## config.mk

```make
export PLATFORM = sky130hd
export DESIGN_NAME = seg7_scan_4dig
export DESIGN_NICKNAME = d
export VERILOG_FILES = /design/src/rtl/seg7_scan_4dig.sv
export SDC_FILE = /design/constraint.sdc
export NUM_CORES = 1
export LEC_CHECK = 0
export ABC_AREA = 1
export CAP_MARGIN = 40
export CORE_UTILIZATION = 52
export DETAILED_ROUTE_END_ITERATION = 16
export GPL_TIMING_DRIVEN = 0
export HOLD_SLACK_MARGIN = 0.15
export PLACE_DENSITY = 0.71
export SYNTH_ARGS = -nofsm -noshare
export SYNTH_HDL_FRONTEND = slang
export SYNTH_SLANG_ARGS = --single-unit
```

## constraint.sdc

```tcl
create_clock -name clk -period 3.6 [get_ports clk]
set_clock_uncertainty 0.05 [all_clocks]
set_input_delay 0.36 -clock clk [delete_from_list [all_inputs] [get_ports clk]]
set_output_delay 0.36 -clock clk [all_outputs]
set_load 0.03 [all_outputs]
```

## src/rtl/seg7_scan_4dig.sv

```systemverilog
// Four-digit multiplexed 7-segment driver with frame-synchronous double buffering.
// Optional leading-zero blanking is enabled by defining SEG7_LZB_EN.
module seg7_scan_4dig #(
  parameter int REFRESH_DIV = 50000
) (
  input  logic        clk,
  input  logic        reset,
  input  logic [15:0] bcd,
  input  logic [3:0]  dp_in,
  input  logic        load,
  output logic [6:0]  seg,
  output logic        dp,
  output logic [3:0]  an,
  output logic        frame_done
);

  localparam int CW = (REFRESH_DIV > 1) ? $clog2(REFRESH_DIV) : 1;
  localparam logic [CW-1:0] RC_LAST = CW'(REFRESH_DIV - 1);

  logic [CW-1:0] rc;
  logic [1:0]    idx;
  logic [1:0]    next_idx;
  logic          tick;
  logic          boundary;
  logic          commit;

  logic [15:0]   pend_bcd;
  logic [3:0]    pend_dp;
  logic          pend_v;
  logic [15:0]   disp_bcd;
  logic [3:0]    disp_dp;
  logic [15:0]   next_bcd;
  logic [3:0]    next_dp;

  logic [3:0]    digit;
  logic          blank;
  logic [6:0]    seg_code;

  function automatic logic [6:0] decode(input logic [3:0] v);
    logic [6:0] code;
    case (v)
      4'd0:    code = 7'h40;
      4'd1:    code = 7'h79;
      4'd2:    code = 7'h24;
      4'd3:    code = 7'h30;
      4'd4:    code = 7'h19;
      4'd5:    code = 7'h12;
      4'd6:    code = 7'h02;
      4'd7:    code = 7'h78;
      4'd8:    code = 7'h00;
      4'd9:    code = 7'h10;
      default: code = 7'h3F;
    endcase
    return code;
  endfunction

  // The digit about to be lit is decoded from the value the display register
  // will hold after this edge, so a boundary shows the newly committed frame.
  always_comb begin
    tick     = (rc == RC_LAST);
    boundary = tick && (idx == 2'd3);
    next_idx = idx + 2'd1;
    commit   = boundary && pend_v;
    next_bcd = commit ? pend_bcd : disp_bcd;
    next_dp  = commit ? pend_dp  : disp_dp;
    digit    = next_bcd[{next_idx, 2'b00} +: 4];
  end

  always_comb begin
    blank = 1'b0;
`ifdef SEG7_LZB_EN
    case (next_idx)
      2'd3:    blank = (next_bcd[15:12] == 4'd0);
      2'd2:    blank = (next_bcd[15:8]  == 8'd0);
      2'd1:    blank = (next_bcd[15:4]  == 12'd0);
      default: blank = 1'b0;
    endcase
`endif
    seg_code = blank ? 7'h7F : decode(digit);
  end

  always_ff @(posedge clk) begin
    if (reset) begin
      rc  <= '0;
      idx <= 2'd3;
    end else if (tick) begin
      rc  <= '0;
      idx <= next_idx;
    end else begin
      rc  <= rc + 1'b1;
    end
  end

  // A load coincident with a commit lands in pending and stays valid.
  always_ff @(posedge clk) begin
    if (reset) begin
      pend_bcd <= '0;
      pend_dp  <= '0;
      pend_v   <= 1'b0;
      disp_bcd <= '0;
      disp_dp  <= '0;
    end else begin
      if (commit) begin
        disp_bcd <= pend_bcd;
        disp_dp  <= pend_dp;
        pend_v   <= 1'b0;
      end
      if (load) begin
        pend_bcd <= bcd;
        pend_dp  <= dp_in;
        pend_v   <= 1'b1;
      end
    end
  end

  always_ff @(posedge clk) begin
    if (reset) begin
      an         <= 4'b1111;
      seg        <= 7'h7F;
      dp         <= 1'b1;
      frame_done <= 1'b0;
    end else begin
      frame_done <= boundary;
      if (tick) begin
        an  <= ~(4'b0001 << next_idx);
        seg <= seg_code;
        dp  <= ~next_dp[next_idx];
      end
    end
  end

endmodule

```

-- Yosys cells after proc, flatten, opt, wreduce, memory -nomap -nowiden
Memory sizes are Yosys's and may differ from the RTL's. A register that Yosys moved wholly into a read port is not among the register bits.
Index checks and enable logic that the tools add are counted.
- register bits after elaboration: 65
- ROM bits: 112
- input bits: 23
- word-level logic and storage cells: 30
- memories kept: 1
- add/sub/neg operators: 2
- $lt $le $gt $ge: 1
- equal/unequal tests: 2
- shift operators: 2
- muxes and demuxes: 6
- bitwise operators: 2
- reductions and logical operators: 4
- memory list (memory ; words ; bits a word ; rd ports ; clocked after Yosys merged registers in ; wr ports ; RTL line ; RTL):
    (name not given) ; 16 ; 7 ; 1 ; 1 ; 0 ; 41 ; case (v)
- operators with widths (kind ; count):
    $add A16 B1 Y16 const B ; 1
    $eq A16 B16 Y1 const B ; 1
    $mux W16 ; 1
    $shiftx A16 B5 Y4 ; 1
    $mux W4 ; 1
    $not A4 Y4 ; 1
    $shl A1 B2 Y4 const A ; 1
    $lt A2 B3 Y1 const B ; 1
    $mux W1 ; 3
    $add A2 B1 Y2 const B ; 1
    $bmux W1 S2 ; 1
    $eq A2 B2 Y1 const B ; 1
    $logic_and A1 B1 Y1 ; 2
    $reduce_bool A2 Y1 ; 1
    $reduce_or A2 Y1 ; 1
    $not A1 Y1 ; 1

-- Depth between registers and ports, before layout
Gate-level depths: netlist of the first run.
- depth after elaboration: 7
- gate-level depth with buffers: 18
- depth with buffers taken out: 17

-- Least setup slack after synthesis of the first run
No wires, ideal clock.
- path type: flip-flop to flip-flop
- start point: reg idx[0]
- end point: reg seg[1]
- setup time: 114 ps
- arrival time: 2326 ps
- data required time: 3436 ps
- setup slack: 1111 ps
- stages on the path, launching flop included: 14
- buffers on the path: 2
- period minus slack after synthesis: 2489 ps
- cells stage by stage: dfxtp_1 > clkinv_1 > clkbuf_1 > ha_1 > buf_2 > inv_1 > nand3_1 > nand2_1 > inv_1 > ha_1 > nand2_1 > nand2_1 > a21oi_1 > nor2_1
- elaborated cells on any way between the ends: 6
- those cells by class: add/sub: 1; eq/ne: 1; shift: 1; mux: 1; reduce/logical: 2
- RTL lines (element ; RTL line ; RTL):
    start: declaration ; 21 ; logic [1:0] idx;
    start signal: assignment ; 88 ; idx <= next_idx;
    $add A2 B1 Y2 ; 62 ; next_idx = idx + 2'd1;
    via next_idx[0] ; 22 ; logic [1:0] next_idx;
    $shiftx A16 B5 Y4 ; 66 ; digit = next_bcd[{next_idx, 2'b00} +: 4];
    end: declaration ; 11 ; output logic [6:0] seg,
The timed path passes the listed nets, and every way through them passes these cells.
A chain may end at the register's enable or synchronous reset.

-- Worst setup path in the final report of the first run
Same ends and word-level chain as after synthesis.

==> Implementation_results.wiki, run 1 <==
{| class="wikitable"
! Metric !! Value
|-
| Worst skew pair latency || 0.36 ns
|-
| Hold crit path type || flop to flop
|-
| Die width || 82.9 um
|-
| Setup slack of the worst register-to-register path || 0.27 ns
|-
| Worst ir drop on vdd || 0.273 mV
|-
| Yosys warns || 0
|-
| Crit share post-route || 92.5%
|-
| Transition time at the pin with the least slew margin || 0.580 ns
|-
| Number of port buffers || 35
|-
| Required time of the critical path || 3.80 ns
|-
| Unrepaired setup endpoints after global routing || false
|-
| Register area || 0.00144 sq mm
|-
| Nets || 546
|-
| Detailed-route wire length per cell || 13.0 um
|-
| Post-synthesis net count || 500
|-
| Share of post-route cells with drive strength above 1 || 9.28%
|-
| Number of synthesized flops with an enable pin || 0
|-
| Buffer cell driving the clock tree root || sky130_fd_sc_hd__clkbuf_8
|-
| Count of pins over their slew limit || 0
|-
| Routed via count || 3092
|-
| Cell area after synthesis || 0.00340 sq mm
|-
| Headroom to the max-slew limit || 61.2%
|-
| Setup TNS || 0 ns
|-
| Post-DP HPWL || 5810 um
|-
| Number of fill cells in the layout || 592
|-
| Initial antenna violation count || 0
|-
| Fraction of the yosys area taken by sequential cells || 42.4%
|-
| Grt total ovfl || 0
|-
| Detailed Route WL || 7700 um
|-
| Ports placed on the boundary || 36
|-
| Worst hold slack after final layout || 0.406 ns
|-
| Main area contributors after synthesis || sky130_fd_sc_hd__dfxtp_1 (42%), sky130_fd_sc_hd__nor2_1 (8.3%), sky130_fd_sc_hd__nand2_1 (7.7%)
|-
| Initial standard-cell utilization of the core || 53.8%
|-
| DRC violations left || 0
|-
| Maximum number of pins on one net before global-route repair || 13
|-
| Total area of multi-input combinational cells || 0.00168 sq mm
|-
| Number of buffers created by CTS || 9
|-
| Clock-pin slew on the worst setup and hold paths || 0.08 ns
|-
| Clock tree from TritonCTS || built
|-
| Worst Hold Launch || pend_dp[1]
|-
| CP startpoint kind || flop
|-
| Leading cell types by count after synthesis || sky130_fd_sc_hd__nor2_1 (75), sky130_fd_sc_hd__dfxtp_1 (72), sky130_fd_sc_hd__nand2_1 (70)
|-
| Final setup slack of the worst path || 0.271 ns
|-
| Leakage power || 1.65 nW
|-
| Pre-Repair DR Iteration Count || 4
|-
| Avg Synthesized Cell Area || 7.30 sq um
|-
| Async set or reset register ratio after synthesis || 0%
|-
| PnR Total Power || 1.47 mW
|-
| First-pass GRT wire length || 13100 um
|-
| Data arrival, critical path || 3.52 ns
|-
| Ant diodes || 0
|-
| Time the worst path needs with I/O delays and setup || 3.33 ns
|-
| Max Buffers Root-to-Sink || 2
|-
| GPL Wtd Cong || 0.881
|-
| Final setup fails || 0
|-
| Most area-hungry cell type in the Yosys netlist || sky130_fd_sc_hd__dfxtp_1
|-
| Most frequent cell after synthesis || sky130_fd_sc_hd__nor2_1
|-
| CP startpoint || idx[0]
|-
| Die Ht || 82.9 um
|-
| Number of violations of the max-capacitance limit || 0
|-
| Via count of the first global-routing pass || 2830
|-
| Number of hold buffers added after cts || 0
|-
| Clk sink count || 72
|-
| H-Tree Level Count || 3
|-
| Total track usage || 23.9%
|-
| PwrDens || 366 mW/mm^2
|-
| Synthesis-stage register bit count || 72
|-
| Layout overhead on the synthesized area || 18.4%
|-
| Highest attainable clock frequency || 300 MHz
|-
| Type of the worst setup path || flop to flop
|-
| Run status || complete, no violations
|-
| Post-placement worst setup slack || 0.265 ns
|-
| Synthesized instance count || 466
|-
| Main flop type after synthesis || sky130_fd_sc_hd__dfxtp_1
|-
| Post-detailed-route count of antenna-violating nets || 0
|-
| Crit. End Element || flop
|-
| Count of standard-cell rows || 29
|-
| Final count of hold timing violations || 0
|-
| Count of different cell masters after synthesis || 33
|-
| Critical-path maximum fanout || 11
|-
| Area of the die || 0.00686 sq mm
|-
| Number of vias per cell || 5.21
|-
| Area share of the leading cell type in the synthesized netlist || 42.4%
|-
| Core area || 0.00631 sq mm
|-
| Post-CTS repair timing setup buffer count || 0
|-
| Iteration-0 DRC count of the detailed router || 98
|-
| Worst r2r src || idx[0]
|}
==> per-stage QoR <==
step	std cells	cell area, sq um	utilization [%]
floorplan	466	3400	-
global placement	578	3850	60.9
detailed placement	578	3850	60.9
CTS	594	4020	63.7
global route	594	4020	63.7
finish	594	4020	63.7
==> state kept, by name, indices dropped and copies added, names as in the netlist <==
register,count
disp_bcd,16
dp,1
idx,2
seg,7
pend_dp,4
rc,16
disp_dp,4
an,4
pend_bcd,16
frame_done,1
pend_v,1
==> path summary, 6_finish.rpt <==
kind	endpoint	cells past startpoint
setup reg to reg	seg[1]	13
hold / removal	pend_dp[1]	2
setup / recovery	seg[1]	13
hold reg to reg	pend_dp[1]	2
==> worst max-delay path, cell delays in order, from the launching register on <==
cell and delay (ns):
sky130_fd_sc_hd__dfxtp_1 0.56, sky130_fd_sc_hd__clkinvlp_4 0.33, sky130_fd_sc_hd__clkbuf_1 0.33, sky130_fd_sc_hd__ha_1 0.37
sky130_fd_sc_hd__buf_2 0.19, sky130_fd_sc_hd__inv_1 0.31, sky130_fd_sc_hd__nand3_1 0.13, sky130_fd_sc_hd__nand2_1 0.18
sky130_fd_sc_hd__inv_1 0.10, sky130_fd_sc_hd__ha_1 0.28, sky130_fd_sc_hd__nand2_1 0.10, sky130_fd_sc_hd__nand2_1 0.05
sky130_fd_sc_hd__a21oi_1 0.17, sky130_fd_sc_hd__nor2_1 0.05
==> final cells by class <==
type,count,area share [%]
clock buffers,11,3.51
well taps,77,2.39
clock inverters,5,0.808
repair buffers,35,8.71
flip-flops and latches,72,35.8
inverters,50,5.07
plain buffers,19,2.05
multi-input cells,325,41.6
==> timing repair <==
| action | CTS | global route |
|---|---|---|
| endpoints found under the hold margin | 0 | 0 |
| resized for setup | 0 | 1 |
| setup endpoints to repair | 0 | 1 |
==> metal layers <==
layer	share of wire (%)	GRT usage [%]
met5	0	0
met4	3.3	13.6
met2	45	37.7
met1	47	31.1
met3	4.8	3.78
==> placed cells by master, fill, tap and decap left out, types with 2 or more instances in the layout <==
cell / instances
sky130_fd_sc_hd__a21oi_1: 42
sky130_fd_sc_hd__a31oi_1: 2
sky130_fd_sc_hd__buf_2: 3
sky130_fd_sc_hd__clkbuf_1: 16
sky130_fd_sc_hd__clkbuf_8: 10
sky130_fd_sc_hd__clkdlybuf4s50_1: 35
sky130_fd_sc_hd__clkinv_2: 2
sky130_fd_sc_hd__clkinvlp_4: 4
sky130_fd_sc_hd__dfxtp_1: 72
sky130_fd_sc_hd__ha_1: 11
sky130_fd_sc_hd__inv_1: 45
sky130_fd_sc_hd__inv_2: 2
sky130_fd_sc_hd__nand2_1: 70
sky130_fd_sc_hd__nand2_2: 9
sky130_fd_sc_hd__nand2_4: 2
sky130_fd_sc_hd__nand3_1: 43
sky130_fd_sc_hd__nand3_2: 6
sky130_fd_sc_hd__nand4_1: 10
sky130_fd_sc_hd__nor2_1: 75
sky130_fd_sc_hd__nor2_2: 3
sky130_fd_sc_hd__o211ai_1: 4
sky130_fd_sc_hd__o21a_1: 2
sky130_fd_sc_hd__o21ai_0: 33
sky130_fd_sc_hd__xor2_1: 3
==> kinds of logic after synthesis <==
logic type	Yosys count	share of synthesized area, %
DFF	72	42.4
AOI/OAI and AO/OA	84	13.0
xor gates and xnor gates	3	0.773
buffers and inverters	69	8.32
and+or+nand+nor	227	31.5
adders and majority gates	11	4.05
==> power breakdown <==
| group | internal [mW] | switching (mW) |
|---|---|---|
| Sequential | 0.815 | 0.0124 |
| Clock | 0.266 | 0.303 |
| Combinational | 0.0358 | 0.0393 |
Note: power is estimated with default switching activity, not from simulation.
==> run 2: changes to the inputs <==
Settings changed: PLACE_DENSITY 0.71 to 0.74.
==> Implementation_results.wiki, run 2 (synthesized netlist as in run 1, its figures left out) <==
{| class="wikitable"
! Metric !! Value
|-
| Detailed Route WL || 7580 um (was 7700 um)
|-
| Leading cell types in the layout, fill and taps excluded || sky130_fd_sc_hd__nor2_1 (75), sky130_fd_sc_hd__dfxtp_1 (72), sky130_fd_sc_hd__nand2_1 (70) (unchanged)
|-
| Worst Hold Launch || rc[0] (was pend_dp[1])
|-
| Number of hold buffers added after cts || 0 (unchanged)
|-
| Crit. End Element || flop (unchanged)
|-
| Total track usage || 24.1% (was 23.9%)
|-
| Total placed cells including tap cells || 578 (unchanged)
|-
| DRC violations left || 0 (unchanged)
|-
| Detailed-route wire length per cell || 12.8 um (was 13.0 um)
|-
| Core area || 0.00631 sq mm (unchanged)
|-
| Worst ir drop on vdd || 0.256 mV (was 0.273 mV)
|-
| Number of vias per cell || 5.17 (was 5.21)
|-
| Data arrival, critical path || 3.50 ns (was 3.52 ns)
|-
| Headroom to the max-slew limit || 59.4% (was 61.2%)
|-
| Grt total ovfl || 0 (unchanged)
|-
| Worst Hold Path EP || rc[0] (was pend_dp[1])
|-
| Post-DP HPWL || 5700 um (was 5810 um)
|-
| Die width || 82.9 um (unchanged)
|-
| Number of buffers created by CTS || 9 (unchanged)
|-
| Hold crit path type || flop to flop (unchanged)
|-
| Hold Path Depth || 1 (was 2)
|-
| Count of standard-cell rows || 29 (unchanged)
|-
| Registers with the highest flip-flop counts || disp_bcd x16, pend_bcd x16, rc x16 (unchanged)
|-
| PwrDens || 396 mW/mm^2 (was 366 mW/mm^2)
|-
| Required time of the critical path || 3.78 ns (was 3.80 ns)
|-
| End of the worst register-to-register path || seg[1] (unchanged)
|-
| Leakage power || 1.67 nW (was 1.65 nW)
|-
| Clk sink count || 72 (unchanged)
|-
| Count of pins over their slew limit || 0 (unchanged)
|-
| Most frequent cell on the critical path || sky130_fd_sc_hd__nand2_1 (unchanged)
|-
| Layout overhead on the synthesized area || 19.7% (was 18.4%)
|-
| Post-CTS repair timing setup buffer count || 0 (unchanged)
|-
| Number of violations of the max-capacitance limit || 0 (unchanged)
|-
| Most common cell after layout, fill and taps aside || sky130_fd_sc_hd__nor2_1 (unchanged)
|-
| Ant diodes || 0 (unchanged)
|-
| Post-detailed-route count of antenna-violating nets || 0 (unchanged)
|-
| Crit share post-route || 92.2% (was 92.5%)
|-
| Setup TNS || 0 ns (unchanged)
|-
| Pre-Repair DR Iteration Count || 5 (was 4)
|-
| Clock-pin slew on the worst setup and hold paths || 0.07 ns (was 0.08 ns)
|-
| Run status || complete, no violations (unchanged)
|-
| Transition time at the pin with the least slew margin || 0.606 ns (was 0.580 ns)
|-
| Setup slack of the worst register-to-register path || 0.28 ns (was 0.27 ns)
|-
| Via count of the first global-routing pass || 2843 (was 2830)
|-
| Final setup fails || 0 (unchanged)
|-
| H-Tree Level Count || 3 (unchanged)
|-
| Highest attainable clock frequency || 301 MHz (was 300 MHz)
|-
| Post-route standard cell area excluding fillers || 0.00407 sq mm (was 0.00402 sq mm)
|-
| Final Non-Filler Cells || 594 (unchanged)
|-
| Share of post-route cells with drive strength above 1 || 9.09% (was 9.28%)
|-
| PnR Total Power || 1.61 mW (was 1.47 mW)
|-
| Die Ht || 82.9 um (unchanged)
|-
| Routed via count || 3069 (was 3092)
|-
| Worst r2r src || idx[0] (unchanged)
|-
| Resized Gates After CTS || 0 (unchanged)
|-
| Clock tree from TritonCTS || built (unchanged)
|-
| First-pass GRT wire length || 13300 um (was 13100 um)
|-
| Area of the die || 0.00686 sq mm (unchanged)
|-
| Series of cell instances along the critical path || clkinv_1 > clkbuf_1 > ha_1 > buf_2 > inv_1 > nand3_1 > nand2_1 > inv_1 > ha_1 > nand2_1 > nand2_1 > a21oi_1 > nor2_1 (was clkinvlp_4 > clkbuf_1 > ha_1 > buf_2 > inv_1 > nand3_1 > nand2_1 > inv_1 > ha_1 > nand2_1 > nand2_1 > a21oi_1 > nor2_1)
|-
| Nets || 546 (unchanged)
|-
| Category of cells accounting for the largest share of critical-path delay || buffers and inverters (unchanged)
|-
| Number of port buffers || 35 (unchanged)
|-
| Iteration-0 DRC count of the detailed router || 192 (was 98)
|-
| Slowest stage delay, CP || 0.53 ns (was 0.56 ns)
|-
| Worst skew pair latency || 0.35 ns (was 0.36 ns)
|-
| Type of the worst setup path || flop to flop (unchanged)
|-
| Register-to-Register Path Depth || 13 (unchanged)
|-
| Time the worst path needs with I/O delays and setup || 3.32 ns (was 3.33 ns)
|-
| Initial antenna violation count || 0 (unchanged)
|-
| CP startpoint kind || flop (unchanged)
|-
| GPL Wtd Cong || 0.941 (was 0.881)
|-
| Buffer cell driving the clock tree root || sky130_fd_sc_hd__clkbuf_8 (unchanged)
|-
| Initial standard-cell utilization of the core || 53.8% (unchanged)
|-
| Worst path slowest cell || sky130_fd_sc_hd__dfxtp_1 (unchanged)
|-
| Ports placed on the boundary || 36 (unchanged)
|-
| Unrepaired setup endpoints after global routing || false (unchanged)
|-
| Count of buffering cells on the critical path with inverters included || 5 (unchanged)
|-
| Maximum number of pins on one net before global-route repair || 13 (unchanged)
|-
| Final count of hold timing violations || 0 (unchanged)
|-
| Critical-path maximum fanout || 11 (unchanged)
|-
| Max Buffers Root-to-Sink || 2 (unchanged)
|-
| Area after detailed placement || 0.00385 sq mm (unchanged)
|}
run 2: power by group:
part / switching (mW) / internal [mW]
Sequential: 0.0128 / 0.815
Combinational: 0.0400 / 0.0357
Clock: 0.300 / 0.408
run 2: per-stage QoR:
step	hold slack, ns	worst slack (ns)	utilization [%]
after floorplan	0.368	1.11	-
after global placement	0.380	0.348	60.9
after detailed placement	0.403	0.325	60.9
after CTS	0.415	0.317	64.4
after global routing	0.446	0.0208	64.4
final	0.415	0.282	64.4
run 2: layer usage:
metal	wire length (um)	vias to the layer above	part of all wire, %	GRT usage, %
li1	-	1615	-	-
met1	3720	1343	49	33.0
met2	3340	101	44	38.2
met3	396	10	5.2	4.08
met4	122	0	1.6	9.40
met5	0	-	0	0
run 2: final cells by class:
type	count	area (sq um)
Buffer	19	82.6
Clock buffer	11	141
Clock inverter	5	80.1
Fill cell	620	2250
Inverter	50	200
Multi-Input combinational cell	325	1680
Sequential cell	72	1440
Tap cell	77	96.3
Timing Repair Buffer	35	350
run 2: worst register-to-register path, stage by stage, from the launching register on:
cell	delay, ns
sky130_fd_sc_hd__dfxtp_1	0.53
sky130_fd_sc_hd__clkinv_1	0.38
sky130_fd_sc_hd__clkbuf_1	0.36
sky130_fd_sc_hd__ha_1	0.36
sky130_fd_sc_hd__buf_2	0.19
sky130_fd_sc_hd__inv_1	0.29
sky130_fd_sc_hd__nand3_1	0.12
sky130_fd_sc_hd__nand2_1	0.16
sky130_fd_sc_hd__inv_1	0.11
sky130_fd_sc_hd__ha_1	0.29
sky130_fd_sc_hd__nand2_1	0.10
sky130_fd_sc_hd__nand2_1	0.05
sky130_fd_sc_hd__a21oi_1	0.16
sky130_fd_sc_hd__nor2_1	0.06
run 2: how the worst max path moves through the flow:
stage | start | endpoint | slack [ns] | depth (start not counted)
6_report | idx[0] | seg[1] | 0.28 | 13
5_1_grt | idx[0] | seg[1] | 0.02 | 13
4_1_cts | idx[0] | seg[1] | 0.32 | 13
3_5_place_dp | idx[0] | seg[1] | 0.33 | 13
3_3_place_gp | idx[0] | seg[4] | 0.35 | 14
2_1_floorplan | idx[0] | seg[1] | 1.11 | 13
